`config.mk`:
```
export PLATFORM = sky130hd
export DESIGN_NAME = uart_tx_feeder
export DESIGN_NICKNAME = d
export VERILOG_FILES = /design/src/rtl/uart_pkg.sv /design/src/rtl/uart_byte_fifo.sv /design/src/rtl/uart_tx_feeder.sv
export SDC_FILE = /design/constraint.sdc
export NUM_CORES = 1
export LEC_CHECK = 0
export ABC_CLOCK_PERIOD_IN_PS = 6800
export CORE_MARGIN = 5
export CORE_UTILIZATION = 56
export DETAILED_ROUTE_END_ITERATION = 16
export MAX_ROUTING_LAYER = met4
export PLACE_DENSITY = 0.72
export RECOVER_POWER = 25
export SLEW_MARGIN = 15
export SYNTH_ARGS = -nofsm -noshare
export SYNTH_HDL_FRONTEND = slang
export SYNTH_SLANG_ARGS = --single-unit
```
`constraint.sdc`:
```
create_clock -name clk -period 6.8 [get_ports clk]
set_input_delay 1.02 -clock clk [delete_from_list [all_inputs] [get_ports clk]]
set_output_delay 1.02 -clock clk [all_outputs]
set_load 0.02 [all_outputs]
```
`src/rtl/uart_pkg.sv`:
```
// Shared types and defaults for the UART transmit path.
// Feeder FSM state encoding lives here so tools and benches agree.
package uart_pkg;

  localparam int CLK_HZ = 50_000_000;
  localparam int BAUD   = 115_200;

  typedef enum logic [2:0] {
    IDLE,
    LOAD,
    STROBE,
    WAIT_BUSY,
    WAIT_DONE
  } TFeedState;

endpackage

```
`src/rtl/uart_byte_fifo.sv`:
```
// Circular byte buffer with registered count, sticky overflow, flush.
// Head byte is read combinationally; count is registered (no fall-through).
module uart_byte_fifo #(
  parameter  int DEPTH = 16,
  localparam int AW    = $clog2(DEPTH)
) (
  input  logic          clk,
  input  logic          reset,
  input  logic [7:0]    wr_data,
  input  logic          wr_en,
  input  logic          rd_en,
  input  logic          flush,
  output logic [7:0]    rd_data,
  output logic          full,
  output logic          empty,
  output logic [AW:0]   count,
  output logic          overflow
);

  localparam logic [AW:0]   CNT_ONE  = 1;
  localparam logic [AW:0]   CNT_FULL = DEPTH[AW:0];
  localparam logic [AW-1:0] PTR_ONE  = 1;

  logic [7:0]    mem [DEPTH];
  logic [AW-1:0] wr_ptr;
  logic [AW-1:0] rd_ptr;
  logic          wr_ok;
  logic          rd_ok;

  assign full    = (count == CNT_FULL);
  assign empty   = (count == '0);
  assign wr_ok   = wr_en && !full;
  assign rd_ok   = rd_en && !empty;
  assign rd_data = mem[rd_ptr];

  always_ff @(posedge clk) begin
    if (wr_ok && !flush) begin
      mem[wr_ptr] <= wr_data;
    end
  end

  always_ff @(posedge clk or posedge reset) begin
    if (reset) begin
      wr_ptr   <= '0;
      rd_ptr   <= '0;
      count    <= '0;
      overflow <= 1'b0;
    end else if (flush) begin
      wr_ptr   <= '0;
      rd_ptr   <= '0;
      count    <= '0;
      overflow <= 1'b0;
    end else begin
      if (wr_ok) begin
        wr_ptr <= wr_ptr + PTR_ONE;
      end
      if (rd_ok) begin
        rd_ptr <= rd_ptr + PTR_ONE;
      end
      if (wr_ok && !rd_ok) begin
        count <= count + CNT_ONE;
      end else if (rd_ok && !wr_ok) begin
        count <= count - CNT_ONE;
      end
      if (wr_en && full) begin
        overflow <= 1'b1;
      end
    end
  end

endmodule

```
`src/rtl/uart_tx_feeder.sv`:
```
// Buffers host bytes and paces them into the UART transmitter
// using its data / write-strobe / busy handshake.
module uart_tx_feeder
  import uart_pkg::*;
#(
  parameter  int DEPTH     = 16,
  parameter  int BUSY_WAIT = 4,
  localparam int AW        = $clog2(DEPTH),
  localparam int CW        = $clog2(BUSY_WAIT + 1)
) (
  input  logic        clk,
  input  logic        reset,
  input  logic [7:0]  wr_data,
  input  logic        wr_en,
  input  logic        flush,
  output logic        full,
  output logic        empty,
  output logic [AW:0] count,
  output logic        overflow,
  output logic [7:0]  tx_data,
  output logic        tx_wr,
  input  logic        tx_busy
);

  localparam logic [CW-1:0] WAIT_ONE  = 1;
  localparam logic [CW-1:0] WAIT_LAST = CW'(BUSY_WAIT - 1);

  TFeedState     state;
  TFeedState     state_nxt;
  logic [CW-1:0] wait_cnt;
  logic [7:0]    head;
  logic          pop;
  logic          tx_wr_nxt;
  logic          clr_wait;
  logic          inc_wait;

  uart_byte_fifo #(
    .DEPTH(DEPTH)
  ) u_fifo (
    .clk      (clk),
    .reset    (reset),
    .wr_data  (wr_data),
    .wr_en    (wr_en),
    .rd_en    (pop),
    .flush    (flush),
    .rd_data  (head),
    .full     (full),
    .empty    (empty),
    .count    (count),
    .overflow (overflow)
  );

  always_ff @(posedge clk or posedge reset) begin
    if (reset) begin
      state <= IDLE;
    end else begin
      state <= state_nxt;
    end
  end

  always_comb begin
    state_nxt = state;
    unique case (state)
      IDLE: begin
        if (!empty && !tx_busy) begin
          state_nxt = LOAD;
        end
      end
      LOAD:   state_nxt = STROBE;
      STROBE: state_nxt = WAIT_BUSY;
      WAIT_BUSY: begin
        if (tx_busy || wait_cnt == WAIT_LAST) begin
          state_nxt = WAIT_DONE;
        end
      end
      WAIT_DONE: begin
        if (!tx_busy) begin
          state_nxt = IDLE;
        end
      end
      default: state_nxt = IDLE;
    endcase
  end

  // tx_wr is registered, so it is raised while the FSM sits in STROBE
  always_comb begin
    pop       = (state == IDLE) && !empty && !tx_busy;
    tx_wr_nxt = (state == LOAD);
    clr_wait  = (state == STROBE);
    inc_wait  = (state == WAIT_BUSY) && !tx_busy;
  end

  always_ff @(posedge clk or posedge reset) begin
    if (reset) begin
      tx_data  <= 8'h00;
      tx_wr    <= 1'b0;
      wait_cnt <= '0;
    end else begin
      tx_wr <= tx_wr_nxt;
      if (pop) begin
        tx_data <= head;
      end
      if (clr_wait) begin
        wait_cnt <= '0;
      end else if (inc_wait) begin
        wait_cnt <= wait_cnt + WAIT_ONE;
      end
    end
  end

endmodule

```
# [Yosys cells after proc, flatten, opt, wreduce, memory -nomap -nowiden]
# Memory sizes are Yosys's and may differ from the RTL's. A register that Yosys moved wholly into a read port is not among the register bits.
# Index checks and enable logic that the tools add are counted.
[word_totals] ff_bits=21 inputBits=13 word_cells=64 ramBits=128 latch_bits=0 romBits=0 mem_count=1
[op_classes] order_cmp=0 muxes=17 eq_ne=9 n_mul=0 n_bitwise=0 addsub=5 shifts=0 n_reduce_logical=25 n_div=0
[memory_table] name="u_fifo.mem" words=16 word_bits=8 rd=1 rd_ports_with_merged_regs=1 wr=1 line="uart_byte_fifo.sv:24" source="logic [7:0] mem [DEPTH];"
[op_table] op="2-to-1 mux 4 bit" count=4
[op_table] op="2-to-1 mux 3 bit" count=5
[op_table] op="2-to-1 mux 5 bit" count=3
[op_table] op="one-hot mux 3 bit (5 select lines)" count=1
[op_table] op="logical AND 1 bit" count=10
[op_table] op="== test 3 x 2 -> 1 bit (second input constant)" count=3
[op_table] op="adder 4 x 1 -> 4 bit (second input constant)" count=2
[op_table] op="nonzero test 2 bit" count=4
[op_table] op="logical NOT 1 bit" count=6
[op_table] op="!= test 2 bit (second input constant)" count=3
[op_table] op="adder 5 x 1 -> 5 bit (second input constant)" count=1
[op_table] op="== test 5 bit (second input constant)" count=1
[op_table] op="logical NOT 5 bit" count=1
[op_table] op="subtractor 5 x 1 -> 5 bit (second input constant)" count=1
[op_table] op="2-to-1 mux 1 bit" count=4
[op_table] op="adder 3 x 1 -> 3 bit (second input constant)" count=1
[op_table] op="== test 3 x 1 -> 1 bit (second input constant)" count=1
[op_table] op="== test 3 bit (second input constant)" count=1
[op_table] op="logical NOT 3 bit" count=1
[op_table] op="AND reduction 3 bit" count=1
[op_table] op="nonzero test 3 bit" count=1
[op_table] op="logical OR 1 bit" count=1

# [Depth between registers and ports, before layout]
# Gate-level depths: netlist of the first run.
[logic_depth] ltp_word=9 depth_mapped=9 ltp_nobuf=9

# [Hierarchy]
# A second synthesis of the first run with hierarchy kept.
[unflattened] cells_unflattened=371 hier_area_um2=6491.2
[modules_own_cells] mod="uart_byte_fifo" cells_each=319 seq_area_each_um2=4194.0 area_each_um2=5805.6 instances=1
[modules_own_cells] mod="uart_tx_feeder" cells_each=52 seq_area_each_um2=375.4 area_each_um2=685.7 instances=1

# [Least setup slack after synthesis of the first run]
# OpenSTA, ideal clock, no wires.
[synth_timing] path_type="reg2reg" from="register u_fifo.count[2]" to="register u_fifo.count[4]" t_required_ns=6.665 synth_period_minus_slack_ns=3.089 path_slack_ns=3.711 path_buffers=0 stages_incl_launch_ff=10 arrival_time_ns=2.954 path_cell_list="dfrtp_1 or4_1 nor2_1 o21ai_0 fa_1 a21o_1 a21oi_1 and3_1 o21ai_0 nor3b_1"
[synth_between] elab_chain_len=9 word_cells_on_any_way=18 cone_classes="add/sub (2); eq/ne (1); mux (3); reduce/logical (12)"
[synth_lines] item="start, declared" line="uart_byte_fifo.sv:16" source="output logic [AW:0] count,"
[synth_lines] item="start signal, assigned" line="uart_byte_fifo.sv:61" source="count <= count + CNT_ONE;"
[synth_lines] item="start signal, assigned" line="uart_byte_fifo.sv:63" source="count <= count - CNT_ONE;"
[synth_lines] item="logical NOT 5 bit *" line="uart_byte_fifo.sv:31" source="assign empty = (count == '0);"
[synth_lines] item="named net empty" line="uart_tx_feeder.sv:17" source="output logic empty,"
[synth_lines] item="logical NOT 1 bit *" line="uart_byte_fifo.sv:33, uart_tx_feeder.sv:87"
[synth_lines] item="logical AND 1 bit (2 in series)" line="uart_tx_feeder.sv:87" source="pop = (state == IDLE) && !empty && !tx_busy;"
[synth_lines] item="logical AND 1 bit *" line="uart_byte_fifo.sv:33" source="assign rd_ok = rd_en && !empty;"
[synth_lines] item="logical NOT 1 bit" line="uart_byte_fifo.sv:60" source="if (wr_ok && !rd_ok) begin"
[synth_lines] item="logical AND 1 bit" line="uart_byte_fifo.sv:60"
[synth_lines] item="2-to-1 mux 5 bit" line="uart_byte_fifo.sv:60"
[synth_lines] item="2-to-1 mux 5 bit" line="uart_byte_fifo.sv:48" source="end else if (flush) begin"
# Mark *: on every way through the listed nets, which the timed path passes. The rest lies on a longest branch. The select of a mux whose other input is x is not followed.
# A chain may end at the register's enable or synchronous reset.

# [Final worst setup path of the first run]
[layout_timing] from="input tx_busy" to="register u_fifo.count[4]"
[layout_between] elab_chain_len=7 word_cells_on_any_way=9 cone_classes="mux (2); reduce/logical (7)"
[layout_lines] item="start, declared" line="uart_tx_feeder.sv:22" source="input logic tx_busy"
[layout_lines] item="logical NOT 1 bit *" line="uart_tx_feeder.sv:87"
[layout_lines] item="logical AND 1 bit *" line="uart_tx_feeder.sv:87"
[layout_lines] item="logical AND 1 bit *" line="uart_byte_fifo.sv:33"
[layout_lines] item="logical NOT 1 bit" line="uart_byte_fifo.sv:60"
[layout_lines] item="logical AND 1 bit" line="uart_byte_fifo.sv:60"
[layout_lines] item="2-to-1 mux 5 bit" line="uart_byte_fifo.sv:60"
[layout_lines] item="2-to-1 mux 5 bit" line="uart_byte_fifo.sv:48"
# Mark *: on every way between the ends. The rest lies on a longest branch, timed or not.

==> metrics, run 1 <==
run status finished, violations left; failing checks capacitance limit, slew limit; core area 11300 um2; worst reg2reg path depth 9; Synth cell types 46; minimum clock period 3.51 ns; Top Family by Delay on Critical Path compound AO/OA/AOI/OAI gates; clock buffer depth 2; Crit path top cell by count o21ai_0; grt total ovfl 0; mapped cell area 6400 um2; dominant synthesized flop cell edfxtp_1; Final Non-Filler Cells 541; max-slew violations 27; asr flop ratio synth 0.185; Final TNS setup 0 ns; Clk pwr share 0.383; Switching Share 0.256; Area contributors post-synth edfxtp_1 60%, dfrtp_1 11%, mux4_2 11%; Skew-Pair Late Insertion Delay 0.42 ns; DRC viols 0; Initial Util 0.565; critical hold path startpoint wait_cnt[1]; DIE AREA 13700 um2; Antenna Nets Post-Route 0; share of the synthesized area in the top cell type 0.601; Layout Nets 410; Power, Total 2.66 mW; critical path arrival 3.78 ns; DR vias 3281; Leak 2.52 nW; Clock Sinks 157; pre-CTS WS 2.99 ns; reg2reg start u_fifo.count[2]; Reg clk slew, reported paths 0.06 ns; area grow syn2layout 16.3%; DRT Pass-1 Iters 7; worst vdd ir 231 uV; Placer Congestion 0.823; hold endpoint wait_cnt[1]; hold_buf cts 0; critical-path cell list dlygate4sd3_1 -> or4_4 -> o21ai_0 -> ha_1 -> a21o_1 -> a21oi_1 -> and3_1 -> o21ai_0 -> nor3b_1; Hold Slack 0.497 ns; buffer count from post-CTS setup fixing 0; RSZ-0062 raised after global routing false; DRT Wirelength 12.2 mm; WS Path Type primary input to flop; WHS Path Cells 1; die width 117 um; CP Capture Type flop; final setup fails 0; WL per Instance 22.5 um; CTS resizes 0; flop2flop setup slack 3.78 ns; total track usage 0.201; post-synthesis register bit count 157; CTS tree done; CTS root buffer clkbuf_16; setup ws final 3.29 ns; synth warn 0; # IOs 30; EDFF count, synth 128; CP bufs+invs 1; Worst EP required 7.07 ns; pin count of the biggest net entering global routing 34; Crit Path Max Fanout 8; first-pass GRT wire length 18.8 mm; syn_nets 376; register area 4570 um2; Power Internal 1.98 mW; initial antenna violation count 0; relative slew slack -0.0345; Startpoint Class primary input; num rows 39; pwr dens 358 nW/um2; Yosys top cell by area edfxtp_1; Fillers 776; DPL Wire Length 7.55 mm; diode count 0; multi-input combinational cell area 1730 um2; Mean Syn Cell Area 18.2 um2; Syn Inst Count 351; layout cells sized above 1 0.196; Comb power frac 0.172; Placed Cells 509; cts bufs inserted 17; PortBufs 29; P_sw 682 uW; worst hold path type flop to flop; CP max-delay cell dlygate4sd3_1; clk_skew 0.00922 ns; post-DR vias/cell 6.06; max cap viols 1; H-tree depth 4; vias in the first global route 3426; sequential share of the synthesized area 0.714; Final Hold Fails 0; Die H 117 um; CP peak stage delay 0.63 ns; worst slew pin tran 1.55 ns; Final Core Density 0.658; initial DRC count 359; Final Cycle Share 0.516; DP Area 6810 um2; post-route cell area 7450 um2; Peak Freq 0.285 GHz; reg2reg end u_fifo.count[4]; Sequential Power Share 0.445
==> cell type report <==
cell class,count,share of cell area
clock buffer,22,0.0610
sequential,157,0.614
clock inverter,10,0.0254
inverter,6,0.00302
multi-input combinational,172,0.232
tap,143,0.0240
timing repair buffer,31,0.0405
==> cells in the final DEF, fill, tap and decap left out, types with 2 or more instances in the layout <==
cell             Yosys  routed
dfrtp_2              0       2
edfxtp_1           128     128
xor2_1               5       5
inv_1                6       6
nor3_1               3       3
and3_1               5       5
nand4_1              2       2
nand2_1             11      11
mux2_2               8       8
clkinvlp_4           0       4
dfrtp_1             29      27
a21o_1               2       2
clkdlybuf4s50_1      0      23
and2_1              13      13
a21oi_1             13      13
ha_1                11      11
mux2i_1              3       3
a211oi_1             2       2
nor2_1              16      16
o22ai_1             16      16
clkbuf_1             7       5
mux4_2              32      32
nor3b_1              2       2
nand2b_1             2       2
xnor2_1              3       3
clkbuf_16            0      17
dlygate4sd3_1        0       6
o21ai_0              4       4
bufinv_16            0       5
==> how the worst max path moves through the flow <==
stage                       to  cells past startpoint  slack [ns]            start
2_1_floorplan  u_fifo.count[4]                      9        3.71  u_fifo.count[2]
3_3_place_gp   u_fifo.count[4]                      9        3.07          tx_busy
3_5_place_dp   u_fifo.count[4]                      9        2.99          tx_busy
4_1_cts                   full                      3        3.40  u_fifo.count[2]
5_1_grt        u_fifo.count[4]                      9        3.20          tx_busy
6_report       u_fifo.count[4]                      9        3.29          tx_busy
==> power groups by stage <==
stage	sequential (mW)	clock [mW]	combinational [mW]
after global routing	1.20	1.07	0.502
final	1.18	1.02	0.458
after detailed placement	1.20	0	0.462
after floorplan	1.23	0	0.255
after global placement	1.20	0	0.445
after CTS	1.18	1.03	0.464
==> flip-flops by register name, summed over array words and instances (netlist names) <==
name,cells
u_fifo.mem,128
state,3
u_fifo.overflow,1
u_fifo.rd_ptr,4
u_fifo.count,5
tx_wr,1
tx_data,8
wait_cnt,3
u_fifo.wr_ptr,4
==> cells in the mapped netlist (2+ instances only) <==
cell type	n
nor2_1	16
nand2_1	11
buf_2	4
o22ai_1	16
and2_1	13
a21oi_1	13
o21ai_0	4
mux4_2	32
buf_4	2
inv_1	6
a21o_1	2
nand2b_1	2
ha_1	11
a211oi_1	2
mux2_2	8
and3_1	5
buf_1	2
nor3_1	3
clkbuf_1	7
nor3b_1	2
mux2i_1	3
xor2_1	5
edfxtp_1	128
dfrtp_1	29
nand4_1	2
xnor2_1	3
==> cell families (layout without fill, tap and decap cells) <==
| family | count (synthesis) | count (layout) | share of synthesized area |
|---|---|---|---|
| compound gates | 44 | 44 | 0.0454 |
| buf+inv | 22 | 69 | 0.0160 |
| simple gates | 64 | 64 | 0.0551 |
| mux | 43 | 43 | 0.131 |
| flops | 157 | 157 | 0.714 |
| fa+ha+maj | 12 | 12 | 0.0246 |
| xor+xnor | 9 | 9 | 0.0135 |
==> per-layer routing <==
layer,part of all wire,GRT usage
met5,0,-
met4,0.015,0.0734
met3,0.057,0.0514
met2,0.51,0.315
met1,0.42,0.259
Note: power is estimated with default switching activity, not from simulation.
==> run 2, diff against run 1 <==
--- a/config.mk
+++ b/config.mk
@@ -5,7 +5,7 @@
 export SDC_FILE = /design/constraint.sdc
 export NUM_CORES = 1
 export LEC_CHECK = 0
-export ABC_CLOCK_PERIOD_IN_PS = 6800
+export ABC_CLOCK_PERIOD_IN_PS = 3670
 export CORE_MARGIN = 5
 export CORE_UTILIZATION = 56
 export DETAILED_ROUTE_END_ITERATION = 16
==> constraint.sdc (replaced) <==
create_clock -name clk -period 3.67 [get_ports clk]
set_input_delay 0.5505 -clock clk [delete_from_list [all_inputs] [get_ports clk]]
set_output_delay 0.5505 -clock clk [all_outputs]
set_load 0.02 [all_outputs]
==> metrics, run 2 (same netlist as run 1, synthesis figures left out) <==
CTS resizes 0 (unchanged); Antenna Nets Post-Route 0 (unchanged); core area 11300 um2 (unchanged); CTS root buffer clkbuf_16; Final Hold Fails 0 (unchanged); Worst EP required 3.12 ns (-3.95 ns); layout cells sized above 1 0.203 (+0.00749); critical-path cell list or4_1 -> nor2_1 -> clkdlybuf4s50_1; run status finished, final reports clean; Largest Register u_fifo.mem; diode count 0 (unchanged); clk_skew 0.00728 ns (-0.00194 ns); DRT Wirelength 12.5 mm (+3.0%); PortBufs 29 (unchanged); first-pass GRT wire length 19.5 mm (+3.6%); buffer count from post-CTS setup fixing 0 (unchanged); Die H 117 um (unchanged); Skew-Pair Late Insertion Delay 0.42 ns (about the same); hold_buf cts 0 (unchanged); RSZ-0062 raised after global routing false; WL per Instance 22.9 um (+2.1%); DRC viols 0 (unchanged); CTS tree done; worst vdd ir 477 uV (+110%); post-route cell area 7480 um2 (+0.45%); CP Capture Type output port; largest registers u_fifo.mem: 128 flops, tx_data: 8 flops, u_fifo.count: 5 flops; DRT Pass-1 Iters 4 (-3); num rows 39 (unchanged); Final Non-Filler Cells 546 (+0.92%); DPL Wire Length 7.47 mm (-0.97%); grt total ovfl 0 (unchanged); DIE AREA 13700 um2 (unchanged); worst hold path type primary input to asynchronous set/reset pin; Initial Util 0.565 (unchanged); pin count of the biggest net entering global routing 24 (-29%); DP Area 6840 um2 (+0.53%); Placer Congestion 0.847 (+3.0%); Leak 2.55 nW (+1.2%); CP bufs+invs 1 (unchanged); Clock Sinks 157 (unchanged); minimum clock period 2.90 ns; WS Path Type flop to output port; die width 117 um (unchanged); Startpoint Class flop; Peak Freq 0.345 GHz; max cap viols 0 (-1); critical path arrival 2.35 ns (-1.43 ns); initial DRC count 239 (-33%); Top Family by Delay on Critical Path simple AND/OR/NAND/NOR gates; clock buffer depth 2 (unchanged); Placed Cells 514 (+0.98%); post-DR vias/cell 6.04 (-0.40%); Reg clk slew, reported paths 0.06 ns (about the same); CP peak stage delay 0.65 ns (+0.02 ns); max-slew violations 0 (-100%); total track usage 0.209 (+0.00736); cts bufs inserted 17 (unchanged); H-tree depth 4 (unchanged); CP max-delay cell clkdlybuf4s50_1; Layout Nets 415 (+1.2%); pwr dens 663 nW/um2 (+85%); initial antenna violation count 0 (unchanged); vias in the first global route 3404 (-0.64%); # IOs 30 (unchanged); commonest non-fill, non-tap cell in the layout edfxtp_1; Largest register FFs 128 (unchanged); Fillers 769 (-0.90%); DR vias 3298 (+0.52%); area grow syn2layout 16.9%; Final TNS setup 0 ns (unchanged); Crit Path Max Fanout 6 (-2); worst slew pin tran 1.35 ns (-0.203 ns); most frequent cells in the layout 128 x edfxtp_1, 32 x mux4_2, 28 x dfrtp_1, 24 x clkdlybuf4s50_1, 17 x clkbuf_16; relative slew slack 0.101 (+0.136); final setup fails 0 (unchanged); Final Cycle Share 0.790
-- run 2: path summary, 6_finish.rpt --
path	from	end	slack [ns]	cells past startpoint
setup / recovery	u_fifo.count[2]	empty	0.77	3
hold / removal	reset	wait_cnt[0]	0.50	2
setup reg to reg	u_fifo.count[2]	u_fifo.count[4]	0.78	10
hold reg to reg	wait_cnt[0]	wait_cnt[0]	0.50	1
max in group asynchronous	reset	u_fifo.rd_ptr[2]	1.55	3
min in group clk	wait_cnt[0]	wait_cnt[0]	0.50	1
-- run 2: per-stage QoR --
step	util	total power [mW]	hold WS (ns)	setup WS, ns
after floorplan	-	2.74	0.463	0.581
after global placement	0.604	3.06	0.482	0.687
after detailed placement	0.604	3.09	0.493	0.655
after CTS	0.661	4.98	0.361	0.763
after global routing	0.661	5.16	0.513	0.576
final	0.661	4.96	0.498	0.770
-- run 2: power breakdown --
part | total (mW) | internal, mW | switching (mW) | leakage, nW
Clock | 1.90 | 1.22 | 0.673 | 0.301
Combinational | 0.865 | 0.394 | 0.470 | 0.728
Sequential | 2.20 | 2.06 | 0.138 | 1.52
Total | 4.96 | 3.68 | 1.28 | 2.55
-- run 2: per-layer routing --
| layer | GRT usage | wire length [um] | up-vias |
|---|---|---|---|
| met5 | - | 0 | - |
| met4 | 0.0795 | 214 | 0 |
| met3 | 0.0478 | 602 | 16 |
| met2 | 0.320 | 6470 | 105 |
| met1 | 0.277 | 5240 | 1699 |
| li1 | - | - | 1478 |
-- run 2: area by class of cell --
type | instances | area, um2 | share of cell area
inverters | 6 | 22.5 | 0.00301
clock buffers | 21 | 450 | 0.0602
clock inverters | 11 | 190 | 0.0254
well taps | 143 | 179 | 0.0239
multi-input cells | 172 | 1730 | 0.231
flip-flops and latches | 157 | 4570 | 0.611
repair buffers | 36 | 339 | 0.0453
==> RTL edit, RTL diff (config.mk and constraints of run 1) <==
The parameter `BUSY_WAIT` goes from 4 to 2.
--- a/src/rtl/uart_tx_feeder.sv
+++ b/src/rtl/uart_tx_feeder.sv
@@ -4,7 +4,7 @@
   import uart_pkg::*;
 #(
   parameter  int DEPTH     = 16,
-  parameter  int BUSY_WAIT = 4,
+  parameter  int BUSY_WAIT = 2,
   localparam int AW        = $clog2(DEPTH),
   localparam int CW        = $clog2(BUSY_WAIT + 1)
 ) (
Function: changed (a bounded check fails within 10 cycles, from zero or initial values and one cycle with reset high).
==> RTL edit against run 1 <==
  * Worst setup slack gained 0.028 ns
  * Total power shrank 6.7%
  * Non-clock buffer count shrank 1
  * Sequential cell count shrank 1
  * Area after synthesis shrank 0.86%
  * Cell area shrank 2.1%
  * Wire length shrank 2.2%
  * First-iteration DRC count shrank 17%
  * Global-route usage grew 0.089 points
  * Largest cell class unchanged
==> RTL edit: results (changes against run 1) <==
[run_status]
outcome = finished clean

[setup_path]
arrival_ns = 3.75  ; -0.03 ns
crit_fanout = 8  ; unchanged
r2r-start = u_fifo.count[1]$_DFFE_PP0P_
crit_path_end = u_fifo.count[4]$_DFFE_PP0P_
reg2regPathDepth = 9  ; unchanged
crit_family = compound AO/OA/AOI/OAI gates
worst_path_max_delay_cell = dlygate4sd3_1

[yosys]
synth.area.top_cells = edfxtp_1 61%, mux4_2 11%, dfrtp_1 11%
synth_flop_cell = edfxtp_1
synth.top_cells.by_count = 128 x edfxtp_1, 32 x mux4_2, 28 x dfrtp_1
ys_seq_area_share_pct = 71.62  ; +0.23 points
synth_cell_type_count = 44  ; -4.3%
synthArstFlopShare_pct = 17.95  ; -0.52 points
syn-num-nets = 368  ; -2.1%

[hold_path]
hold_end = wait_cnt[0]$_DFFE_PP0P_
hold_start = wait_cnt[0]$_DFFE_PP0P_

[global_route]
grt_max_degree = 34  ; unchanged
grt_use_total_pct = 20.24  ; +0.089 points
use_met3_pct = 6.528  ; +1.4 points
gr-usage-met2_pct = 30.85  ; -0.62 points
grt_pass1_vias = 3390  ; -1.1%
grt_first_pass_wirelength_mm = 19.02  ; +0.92%
use_met1_pct = 26.09  ; +0.18 points

[sta]
skew_ns = 0.007815  ; -0.001406 ns
min_period_ns = 3.483  ; -0.02819 ns
tightestPinTransition_ns = 1.082  ; -0.4697 ns
holdWs_ns = 0.4766  ; -0.02021 ns

[pwr]
p_leak_uw = 0.002443  ; -3.0%
vdd_drop_max_v = 0.0001841  ; -20%

[detailed_routing]
dr_wl_met3_um = 662  ; -4.6%
drt-pass1-iter-count = 4  ; -3
m1WireLength_mm = 4.983  ; -2.9%
viasPerCell = 6.045  ; -0.32%
drt_iter0_markers = 299  ; -17%
dr_wl_met2_mm = 6.099  ; -0.73%
wl_mm = 11.89  ; -2.2%

[layout]
layout-drive-gt1-share_pct = 20.20  ; +0.61 points
n_fill_cell = 748  ; -3.6%
nNetsFinal = 401  ; -2.2%
largest_registers = u_fifo.mem x128, tx_data x8, u_fifo.count x5

[clock_tree]
clk_latency_ns = 0.42  ; about the same
cts_buffers = 17  ; unchanged
cts-root-buf = clkbuf_16
post_cts_buffers = 0  ; unchanged
clk_path_buf_depth = 2  ; unchanged

[placed_design]
placed_cell_area_um2 = 6733  ; -1.1%
place_hpwl_mm = 7.380  ; -2.2%
place_congestion = 0.8009  ; -2.7%
place_ws_ns = 3.002  ; +0.01151 ns

## RTL edit: cell families after synthesis
group / Yosys count / share of synthesized area [%]
compound gates: 43 / 4.417
xor+xnor: 9 / 1.361
mux: 44 / 13.41
buf+inv: 22 / 1.735
flops: 156 / 71.62
fa+ha+maj: 10 / 2.090
simple gates: 61 / 5.364
## RTL edit: metrics by stage
step	std cells	utilization, %
after floorplan	345	-
after global placement	499	61.30
after detailed placement	499	61.30
after CTS	531	66.36
after global routing	531	66.36
final	531	66.36
## RTL edit: final cells by class
type                            count  share of cell area (%)
Timing Repair Buffer               30                   4.086
Sequential cell                   156                   62.39
Tap cell                          140                   2.403
Multi-Input combinational cell    167                   23.19
Inverter                            6                  0.3090
Clock buffer                       22                   6.369
Clock inverter                     10                   1.253
## RTL edit: power breakdown
group / switching (uW) / internal (uW) / leakage, uW
Combinational: 234 / 197 / 0.000680
Clock: 360 / 521 / 0.000259
Sequential: 67.6 / 1100 / 0.00150
